## src/rtl/ddsm_cfg_ctrl.sv

```systemverilog
// ----------------------------------------------------------------------------
// ddsm_cfg_ctrl
//
// Configuration and sequencing controller for a cascaded EFM delta-sigma
// modulator. It accepts a width/seed/frac configuration, derives the
// sum-mask and one-hot carry-select words broadcast to every EFM stage,
// holds the datapath in reset for a flush period, then runs the
// pipeline through a warmup window before flagging valid output.
//
// Optional feature macro: DDSM_CFG_RANGE_CHECK_EN
//   defined   : requests with i_cfg_width > P_DATA_WIDTH are rejected and
//               o_cfg_err pulses for one cycle; nothing else changes.
//   undefined : such widths are clamped to P_DATA_WIDTH; o_cfg_err is 0.
//
// Ports
//   i_clk        clock
//   i_rst_n      synchronous active-low reset
//   i_cfg_valid  configuration request
//   o_cfg_ready  controller accepts a configuration (IDLE / RUN)
//   i_cfg_width  requested effective EFM width (0 = bypass)
//   i_cfg_seed   accumulator seed
//   i_cfg_frac   fractional input word
//   i_run_en     run request
//   o_sum_sel    sum mask, 2^w - 1
//   o_cout_sel   one-hot carry select, 1 << w
//   o_seed       latched seed
//   o_frac       latched fractional word
//   o_dp_rst_n   datapath reset, active-low
//   o_dp_en      datapath clock-enable
//   o_out_valid  modulator output valid
//   o_state      current state encoding
//   o_cfg_err    one-cycle pulse on a rejected configuration
// ----------------------------------------------------------------------------
module ddsm_cfg_ctrl #(
    parameter int unsigned P_DATA_WIDTH   = 8,
    parameter int unsigned P_STAGES       = 3,
    parameter int unsigned P_FLUSH_CYCLES = 8
) (
    input  logic                    i_clk,
    input  logic                    i_rst_n,
    input  logic                    i_cfg_valid,
    output logic                    o_cfg_ready,
    input  logic [3:0]              i_cfg_width,
    input  logic [P_DATA_WIDTH-1:0] i_cfg_seed,
    input  logic [P_DATA_WIDTH-1:0] i_cfg_frac,
    input  logic                    i_run_en,
    output logic [P_DATA_WIDTH-1:0] o_sum_sel,
    output logic [P_DATA_WIDTH:0]   o_cout_sel,
    output logic [P_DATA_WIDTH-1:0] o_seed,
    output logic [P_DATA_WIDTH-1:0] o_frac,
    output logic                    o_dp_rst_n,
    output logic                    o_dp_en,
    output logic                    o_out_valid,
    output logic [2:0]              o_state,
    output logic                    o_cfg_err
);

    localparam logic [2:0] ST_IDLE   = 3'd0;
    localparam logic [2:0] ST_FLUSH  = 3'd1;
    localparam logic [2:0] ST_LOAD   = 3'd2;
    localparam logic [2:0] ST_WARMUP = 3'd3;
    localparam logic [2:0] ST_RUN    = 3'd4;

    localparam int unsigned FLUSH_CW = (P_FLUSH_CYCLES > 1) ? $clog2(P_FLUSH_CYCLES) : 1;
    localparam int unsigned WARM_CW  = (P_STAGES > 0) ? $clog2(P_STAGES + 1) : 1;

    localparam logic [FLUSH_CW-1:0] FLUSH_LAST = FLUSH_CW'(P_FLUSH_CYCLES - 1);
    localparam logic [WARM_CW-1:0]  WARM_LAST  = WARM_CW'(P_STAGES);

    localparam logic [P_DATA_WIDTH:0] COUT_RST = {1'b1, {P_DATA_WIDTH{1'b0}}};

    logic [2:0]              state_q;
    logic [2:0]              state_nxt;
    logic [FLUSH_CW-1:0]     flush_cnt_q;
    logic [FLUSH_CW-1:0]     flush_cnt_nxt;
    logic [WARM_CW-1:0]      warm_cnt_q;
    logic [WARM_CW-1:0]      warm_cnt_nxt;

    logic                    cfg_hit;
    logic                    cfg_take;
    logic                    cfg_bad;
    logic                    w_over;
    logic [3:0]              eff_w;
    logic [P_DATA_WIDTH-1:0] sum_sel_nxt;
    logic [P_DATA_WIDTH:0]   cout_sel_nxt;

    // o_cfg_ready is registered and only ever high in IDLE/RUN, so it
    // doubles as the acceptance qualifier.
    assign cfg_hit = i_cfg_valid & o_cfg_ready;
    assign w_over  = 32'(i_cfg_width) > P_DATA_WIDTH;

`ifdef DDSM_CFG_RANGE_CHECK_EN
    assign cfg_bad  = cfg_hit & w_over;
    assign cfg_take = cfg_hit & ~w_over;
    assign eff_w    = i_cfg_width;
`else
    assign cfg_bad  = 1'b0;
    assign cfg_take = cfg_hit;
    assign eff_w    = w_over ? 4'(P_DATA_WIDTH) : i_cfg_width;
`endif

    // Width 0 naturally yields an empty sum mask and carry select on bit 0.
    always_comb begin
        sum_sel_nxt  = '0;
        cout_sel_nxt = '0;
        for (int unsigned i = 0; i < P_DATA_WIDTH; i++) begin
            sum_sel_nxt[i] = (i < 32'(eff_w));
        end
        for (int unsigned i = 0; i <= P_DATA_WIDTH; i++) begin
            cout_sel_nxt[i] = (i == 32'(eff_w));
        end
    end

    always_comb begin
        state_nxt = state_q;
        case (state_q)
            ST_IDLE: begin
                if (cfg_take)      state_nxt = ST_FLUSH;
                else if (cfg_bad)  state_nxt = ST_IDLE;
                else if (i_run_en) state_nxt = ST_WARMUP;
            end
            ST_FLUSH: begin
                if (flush_cnt_q == FLUSH_LAST) state_nxt = ST_LOAD;
            end
            ST_LOAD: begin
                state_nxt = i_run_en ? ST_WARMUP : ST_IDLE;
            end
            ST_WARMUP: begin
                if (warm_cnt_q == WARM_LAST) state_nxt = ST_RUN;
            end
            ST_RUN: begin
                if (cfg_take)       state_nxt = ST_FLUSH;
                else if (cfg_bad)   state_nxt = ST_RUN;
                else if (!i_run_en) state_nxt = ST_IDLE;
            end
            default: state_nxt = ST_IDLE;
        endcase
    end

    // Counters only advance while staying in their state, so every entry
    // (including FLUSH re-entry from RUN) starts from zero.
    always_comb begin
        flush_cnt_nxt = '0;
        warm_cnt_nxt  = '0;
        if (state_q == ST_FLUSH && state_nxt == ST_FLUSH) begin
            flush_cnt_nxt = flush_cnt_q + FLUSH_CW'(1);
        end
        if (state_q == ST_WARMUP && state_nxt == ST_WARMUP) begin
            warm_cnt_nxt = warm_cnt_q + WARM_CW'(1);
        end
    end

    // Moore outputs are registered from the next state so they change on
    // the same edge as the state register.
    always_ff @(posedge i_clk) begin
        if (!i_rst_n) begin
            state_q     <= ST_IDLE;
            flush_cnt_q <= '0;
            warm_cnt_q  <= '0;
            o_cfg_ready <= 1'b0;
            o_sum_sel   <= '1;
            o_cout_sel  <= COUT_RST;
            o_seed      <= '0;
            o_frac      <= '0;
            o_dp_rst_n  <= 1'b0;
            o_dp_en     <= 1'b0;
            o_out_valid <= 1'b0;
        end else begin
            state_q     <= state_nxt;
            flush_cnt_q <= flush_cnt_nxt;
            warm_cnt_q  <= warm_cnt_nxt;
            o_cfg_ready <= (state_nxt == ST_IDLE) || (state_nxt == ST_RUN);
            o_dp_rst_n  <= (state_nxt != ST_FLUSH);
            o_dp_en     <= (state_nxt == ST_WARMUP) || (state_nxt == ST_RUN);
            o_out_valid <= (state_nxt == ST_RUN);
            if (cfg_take) begin
                o_sum_sel  <= sum_sel_nxt;
                o_cout_sel <= cout_sel_nxt;
                o_seed     <= i_cfg_seed;
                o_frac     <= i_cfg_frac;
            end
        end
    end

`ifdef DDSM_CFG_RANGE_CHECK_EN
    logic cfg_err_q;

    always_ff @(posedge i_clk) begin
        if (!i_rst_n) cfg_err_q <= 1'b0;
        else          cfg_err_q <= cfg_bad;
    end

    assign o_cfg_err = cfg_err_q;
`else
    assign o_cfg_err = 1'b0;
`endif

    assign o_state = state_q;

endmodule

```

## config.mk

```make
export PLATFORM = sky130hd
export DESIGN_NAME = ddsm_cfg_ctrl
export DESIGN_NICKNAME = d
export VERILOG_FILES = /design/src/rtl/ddsm_cfg_ctrl.sv
export SDC_FILE = /design/constraint.sdc
export NUM_CORES = 1
export LEC_CHECK = 0
export ABC_AREA = 0
export ABC_CLOCK_PERIOD_IN_PS = 1750
export BUFFER_PORTS_ARGS = -buffer_cell sky130_fd_sc_hd__buf_4
export CAP_MARGIN = 20
export CORE_MARGIN = 5
export CORE_UTILIZATION = 30
export DETAILED_ROUTE_END_ITERATION = 7
export PLACE_DENSITY_LB_ADDON = 0.05
export SLEW_MARGIN = 20
export SYNTH_ARGS = -nofsm -noshare
export SYNTH_HDL_FRONTEND = slang
export SYNTH_SLANG_ARGS = --single-unit
```

## constraint.sdc

```tcl
create_clock -name i_clk -period 1.75 [get_ports i_clk]
set_input_delay 0.0875 -clock i_clk [delete_from_list [all_inputs] [get_ports i_clk]]
set_output_delay 0.0875 -clock i_clk [all_outputs]
set_load 0.02 [all_outputs]
```

* Word level (Yosys, flattened, before mapping)
Index checks and enable logic that the tools add are counted.
Widths: inputs -> output; s select.
** Word-level totals
- Register bits after elaboration :: 45
- Latch bits :: 0
- RAM bits :: 0
- Bits in read-only memories :: 0
- Input port bits :: 24
- Output and inout port bits :: 41
- Logic and storage cells :: 59
- Memories :: 0
** Operators by class
- Add/subtract/negate cells :: 2
- $mul :: 0
- Divide/modulo/power cells :: 0
- $lt $le $gt $ge :: 9
- Eq/ne operators :: 18
- Shift operators :: 0
- Mux-type cells :: 9
- Bitwise operators :: 1
- Reductions and logical operators :: 9
** Operators with widths (number)
- $mux 3 :: 6
- $eq 3x4->1 const A :: 4
- $lt 3x4->1 const A :: 4
- $pmux 3 s5 :: 1
- $eq 3x2->1 const B :: 3
- $eq 3x3->1 const B :: 3
- $eq 2x4->1 const A :: 2
- $lt 1x4->1 const A :: 2
- $lt 2x4->1 const A :: 2
- $eq 3x1->1 const B :: 2
- $logic_not 3->1 :: 2
- $eq 1x4->1 const A :: 1
- $eq 4x4->1 const A :: 1
- $gt 4x4->1 const B :: 1
- $logic_not 4->1 :: 1
- $mux 4 :: 1
- $reduce_and 2->1 :: 2
- $add 3x1->3 const B :: 1
- $ne 3x1->1 const B :: 1
- $add 2x1->2 const B :: 1
- $eq 2x2->1 const B :: 1
- $logic_and 1x1->1 :: 2
- $logic_or 1x1->1 :: 2
- $mux 2 :: 1
- $and 1x1->1 :: 1

* Longest topological paths before layout
- Word-level depth :: 6
- Gate-level depth with buffers :: 6
- Mapped depth without buffers :: 6

* Worst setup path after synthesis
No wires, ideal clock.
- Kind :: register to register
- From :: register flush_cnt_q[0]
- To :: register o_dp_rst_n
- Setup time :: 0.114 ns
- Arrival time :: 1.215 ns
- Data required time :: 1.636 ns
- Slack :: 0.421 ns
- Cell stages (with the launch flop) :: 7
- Buffers on the path :: 0
- Period minus slack after synthesis :: 1.329 ns
- Cells stage by stage :: dfxtp_1 > ha_1 > ha_1 > o21a_1 > a211oi_2 > nor2b_1 > a21o_1
** On the way
- Longest elaborated chain between the ends :: 4
** RTL lines
- from (decl) :: line 74 : logic [FLUSH_CW-1:0] flush_cnt_q;
- from (signal assigned) :: line 170 : flush_cnt_q <= flush_cnt_nxt;
- $eq 3x3->1 :: line 123 : if (flush_cnt_q == FLUSH_LAST) state_nxt = ST_LOAD;
- $mux 3 :: line 123
- $pmux 3 s5 :: line 116 : case (state_q)
- $ne 3x1->1 :: line 173 : o_dp_rst_n <= (state_nxt != ST_FLUSH);
- to (signal assigned) :: line 173
- to (decl) :: line 51 : output logic o_dp_rst_n,
No other way between the ends.
A chain may end at the register's enable or synchronous reset.

* Worst setup path after layout
Ends and elaborated chain as after synthesis.

==> impl_metrics.env <==
export IMPL_outcome="completed"
export IMPL_hold_path_class="input port to register"
export IMPL_hold_depth=3
export IMPL_syn2layout_area_growth_pct=32.7
export IMPL_synth_nets=220
export IMPL_grt_pass1_wl_um=7020
export IMPL_max_freq_mhz=710
export IMPL_rows=28
export IMPL_hold_path_startpoint="i_cfg_seed[5]"
export IMPL_core_mm2=0.00585
export IMPL_required_ns=1.95
export IMPL_pwr_share_seq_pct=54.0
export IMPL_critical_path_class="register to register"
export IMPL_synth_top_area_cell="dfxtp_1"
export IMPL_finalInstanceArea_mm2=0.00237
export IMPL_port_buffers=63
export IMPL_ys_warn_count=0
export IMPL_critical_path_max_stage_delay_ns=0.32
export IMPL_reg2reg_slack_ns=0.34
export IMPL_placed_area_mm2=0.00229
export IMPL_finalSetupViolCount=0
export IMPL_setup_ws_ns=0.342
export IMPL_synthFlopType="dfxtp_1"
export IMPL_p_switching_uw=548
export IMPL_cts_buffers_inserted=5
export IMPL_yosysSeqAreaShare_pct=50.5
export IMPL_syn_area_per_cell_um2=9.24
export IMPL_die_area_mm2=0.00759
export IMPL_maxCapViolations=0
export IMPL_startpoint_type="register"
export IMPL_grt_pass1_vias=1464
export IMPL_track_usage_pct=11.9
export IMPL_initial_core_util_pct=30.5
export IMPL_ys_top_cells_by_count="dfxtp_1, nand2_1, a21boi_0"
export IMPL_path_cells="ha_1 > ha_1 > o21a_1 > a211oi_2 > nor2b_1 > a21o_1"
export IMPL_nNetsFinal=281
export IMPL_clock_root_buffer="clkbuf_8"
export IMPL_finalCritPeriodShare_pct=80.5
export IMPL_cp_data_arrival_time_ns=1.60
export IMPL_rsz0062_at_grt="no"
export IMPL_diodes=0
export IMPL_finalPower_mw=2.04
export IMPL_critical_path_max_fanout=3
export IMPL_synth_cell_area_mm2=0.00178
export IMPL_p_int_mw=1.49
export IMPL_ir_worst_vdd_uv=340
export IMPL_cts_resized=0
export IMPL_synth_most_common_cell="dfxtp_1"
export IMPL_dieHeight_um=87.1
export IMPL_yosysTopAreaCellShare_pct=50.5
export IMPL_cts_htree_levels=2
export IMPL_fillCellCount=622
export IMPL_clkSinkCount=45
export IMPL_clock_latency_ns=0.29
export IMPL_period_needed_ns=1.41
export IMPL_post_cts_setup_buffers=0
export IMPL_power_leakage_nw=1.00
export IMPL_drive_gt1_share_pct=31.4
export IMPL_synth_cell_types=39
export IMPL_swShare_pct=26.9
export IMPL_clock_skew_ns=0.00214
export IMPL_p_clk_share_pct=30.8
export IMPL_dp_slack_ns=0.345
export IMPL_ys_top_cells_by_area="dfxtp_1, nand2_1, a21boi_0"
export IMPL_dieWidth_um=87.1
export IMPL_finalMaxSlewViolations=0
export IMPL_holdBufCountCts=0
export IMPL_synth_cells=193
export IMPL_clk_pin_slew_worst_paths_ns=0.08
export IMPL_power_density_mw_per_mm2=859
export IMPL_cp_slowest_cell="dfxtp_1"
export IMPL_drc=0
export IMPL_r2r_end="o_dp_rst_n$_SDFF_PN0_"
export IMPL_grt_max_degree=25
export IMPL_drtAntennaViolNets=0
export IMPL_grt_overflow=0
export IMPL_comb_power_share_pct=15.2
export IMPL_dr_first_iter_drc_count=55
export IMPL_routabilityCongestion=0.708
export IMPL_clockBufferDepth=2
export IMPL_cts_tree="done"
export IMPL_r2r_cells=6
export IMPL_synth_edf_count=0
export IMPL_viasPerCell=4.51
export IMPL_async_flop_share_pct=0
export IMPL_dpl_hpwl_um=3080
export IMPL_wire_per_inst_um=12.8
export IMPL_timing_final_hold_violations=0
export IMPL_timing_hold_ws_ns=0.0314
export IMPL_hold_end="o_seed[5]$_SDFFE_PN0P_"
export IMPL_drt_pass1_iter_count=4
export IMPL_crit_top_cell="ha_1"
export IMPL_ios=65
export IMPL_vias=1488
export IMPL_antenna_found_initial=0
export IMPL_synth_seq_cells=45
export IMPL_fin_setup_tns_ns=0
export IMPL_drt_total_wl_um=4220
export IMPL_r2r_start="flush_cnt_q[0]$_SDFF_PN0_"
export IMPL_worstSetupEndpointType="register"
[cells by family after synthesis]
kind of cell               synth area share [%]
other                                     0.210
AOI/OAI and AO/OA                          19.6
adders and majority gates                  2.10
DFF                                        50.5
and+or+nand+nor                            21.7
buffers and inverters                      5.96
[through the flow]
stage | cells | utilization (%)
floorplan | 193 | -
global placement | 322 | 39.1
detailed placement | 322 | 39.1
CTS | 330 | 40.5
global route | 330 | 40.5
finish | 330 | 40.5
[state kept, by name, indices dropped and copies added, names as in the netlist]
register	count
o_sum_sel	8
flush_cnt_q	3
o_dp_rst_n	1
o_cfg_ready	1
o_frac	8
o_state	3
o_dp_en	1
o_out_valid	1
o_cout_sel	9
o_seed	8
warm_cnt_q	2
[power groups by stage]
stage | clock (mW) | sequential, mW | combinational [mW]
finish | 0.628 | 1.10 | 0.310
global route | 0.708 | 1.11 | 0.342
CTS | 0.664 | 1.10 | 0.317
detailed placement | 0 | 1.12 | 0.316
global placement | 0 | 1.12 | 0.317
floorplan | 0 | 1.17 | 0.136
[worst max-delay path by stage]
stage	startpoint	to	slack, ns	cells past startpoint
after floorplan	flush_cnt_q[0]$_SDFF_PN0_	o_dp_rst_n$_SDFF_PN0_	0.42	6
after global placement	flush_cnt_q[0]$_SDFF_PN0_	o_dp_rst_n$_SDFF_PN0_	0.37	6
after detailed placement	flush_cnt_q[0]$_SDFF_PN0_	o_dp_rst_n$_SDFF_PN0_	0.34	6
after CTS	flush_cnt_q[0]$_SDFF_PN0_	o_dp_rst_n$_SDFF_PN0_	0.33	6
after global routing	flush_cnt_q[0]$_SDFF_PN0_	flush_cnt_q[0]$_SDFF_PN0_	0.22	4
final	flush_cnt_q[0]$_SDFF_PN0_	o_dp_rst_n$_SDFF_PN0_	0.34	6
[cell usage in the layout (no fill, tap or decap), drive strengths merged, types with 4 or more instances in the layout]
cell / netlist / final
a21o: 4 / 4
nor2b: 10 / 10
and2: 5 / 5
nor2: 10 / 10
o21ai: 6 / 6
nand2: 40 / 40
dfxtp: 45 / 45
clkbuf: 3 / 6
nor3: 4 / 4
buf: 9 / 67
a21boi: 20 / 20
a21oi: 5 / 5
[critical path, delay by kind of cell (launching register included)]
kind	cells	cell delay, ns
AOI/OAI and AO/OA	3	0.52
adders and majority gates	2	0.39
DFF	1	0.32
and+or+nand+nor	1	0.08
[routing by layer]
layer | up-vias | part of all wire [%] | GRT usage (%)
li1 | 770 | - | -
met4 | 0 | 1.8 | 4.60
met1 | 669 | 45 | 14.9
met2 | 43 | 45 | 18.6
met5 | - | 0 | 0
met3 | 6 | 8.3 | 4.16
[cell type report]
| type | count | area, um2 | share of cell area [%] |
|---|---|---|---|
| multi-input combinational | 132 | 777 | 32.8 |
| tap | 75 | 93.8 | 3.96 |
| timing repair buffer | 67 | 503 | 21.2 |
| inverter | 3 | 11.3 | 0.475 |
| clock inverter | 2 | 10.0 | 0.423 |
| sequential | 45 | 901 | 38.0 |
| clock buffer | 6 | 72.6 | 3.06 |
Power figures use the tool's default switching activity.
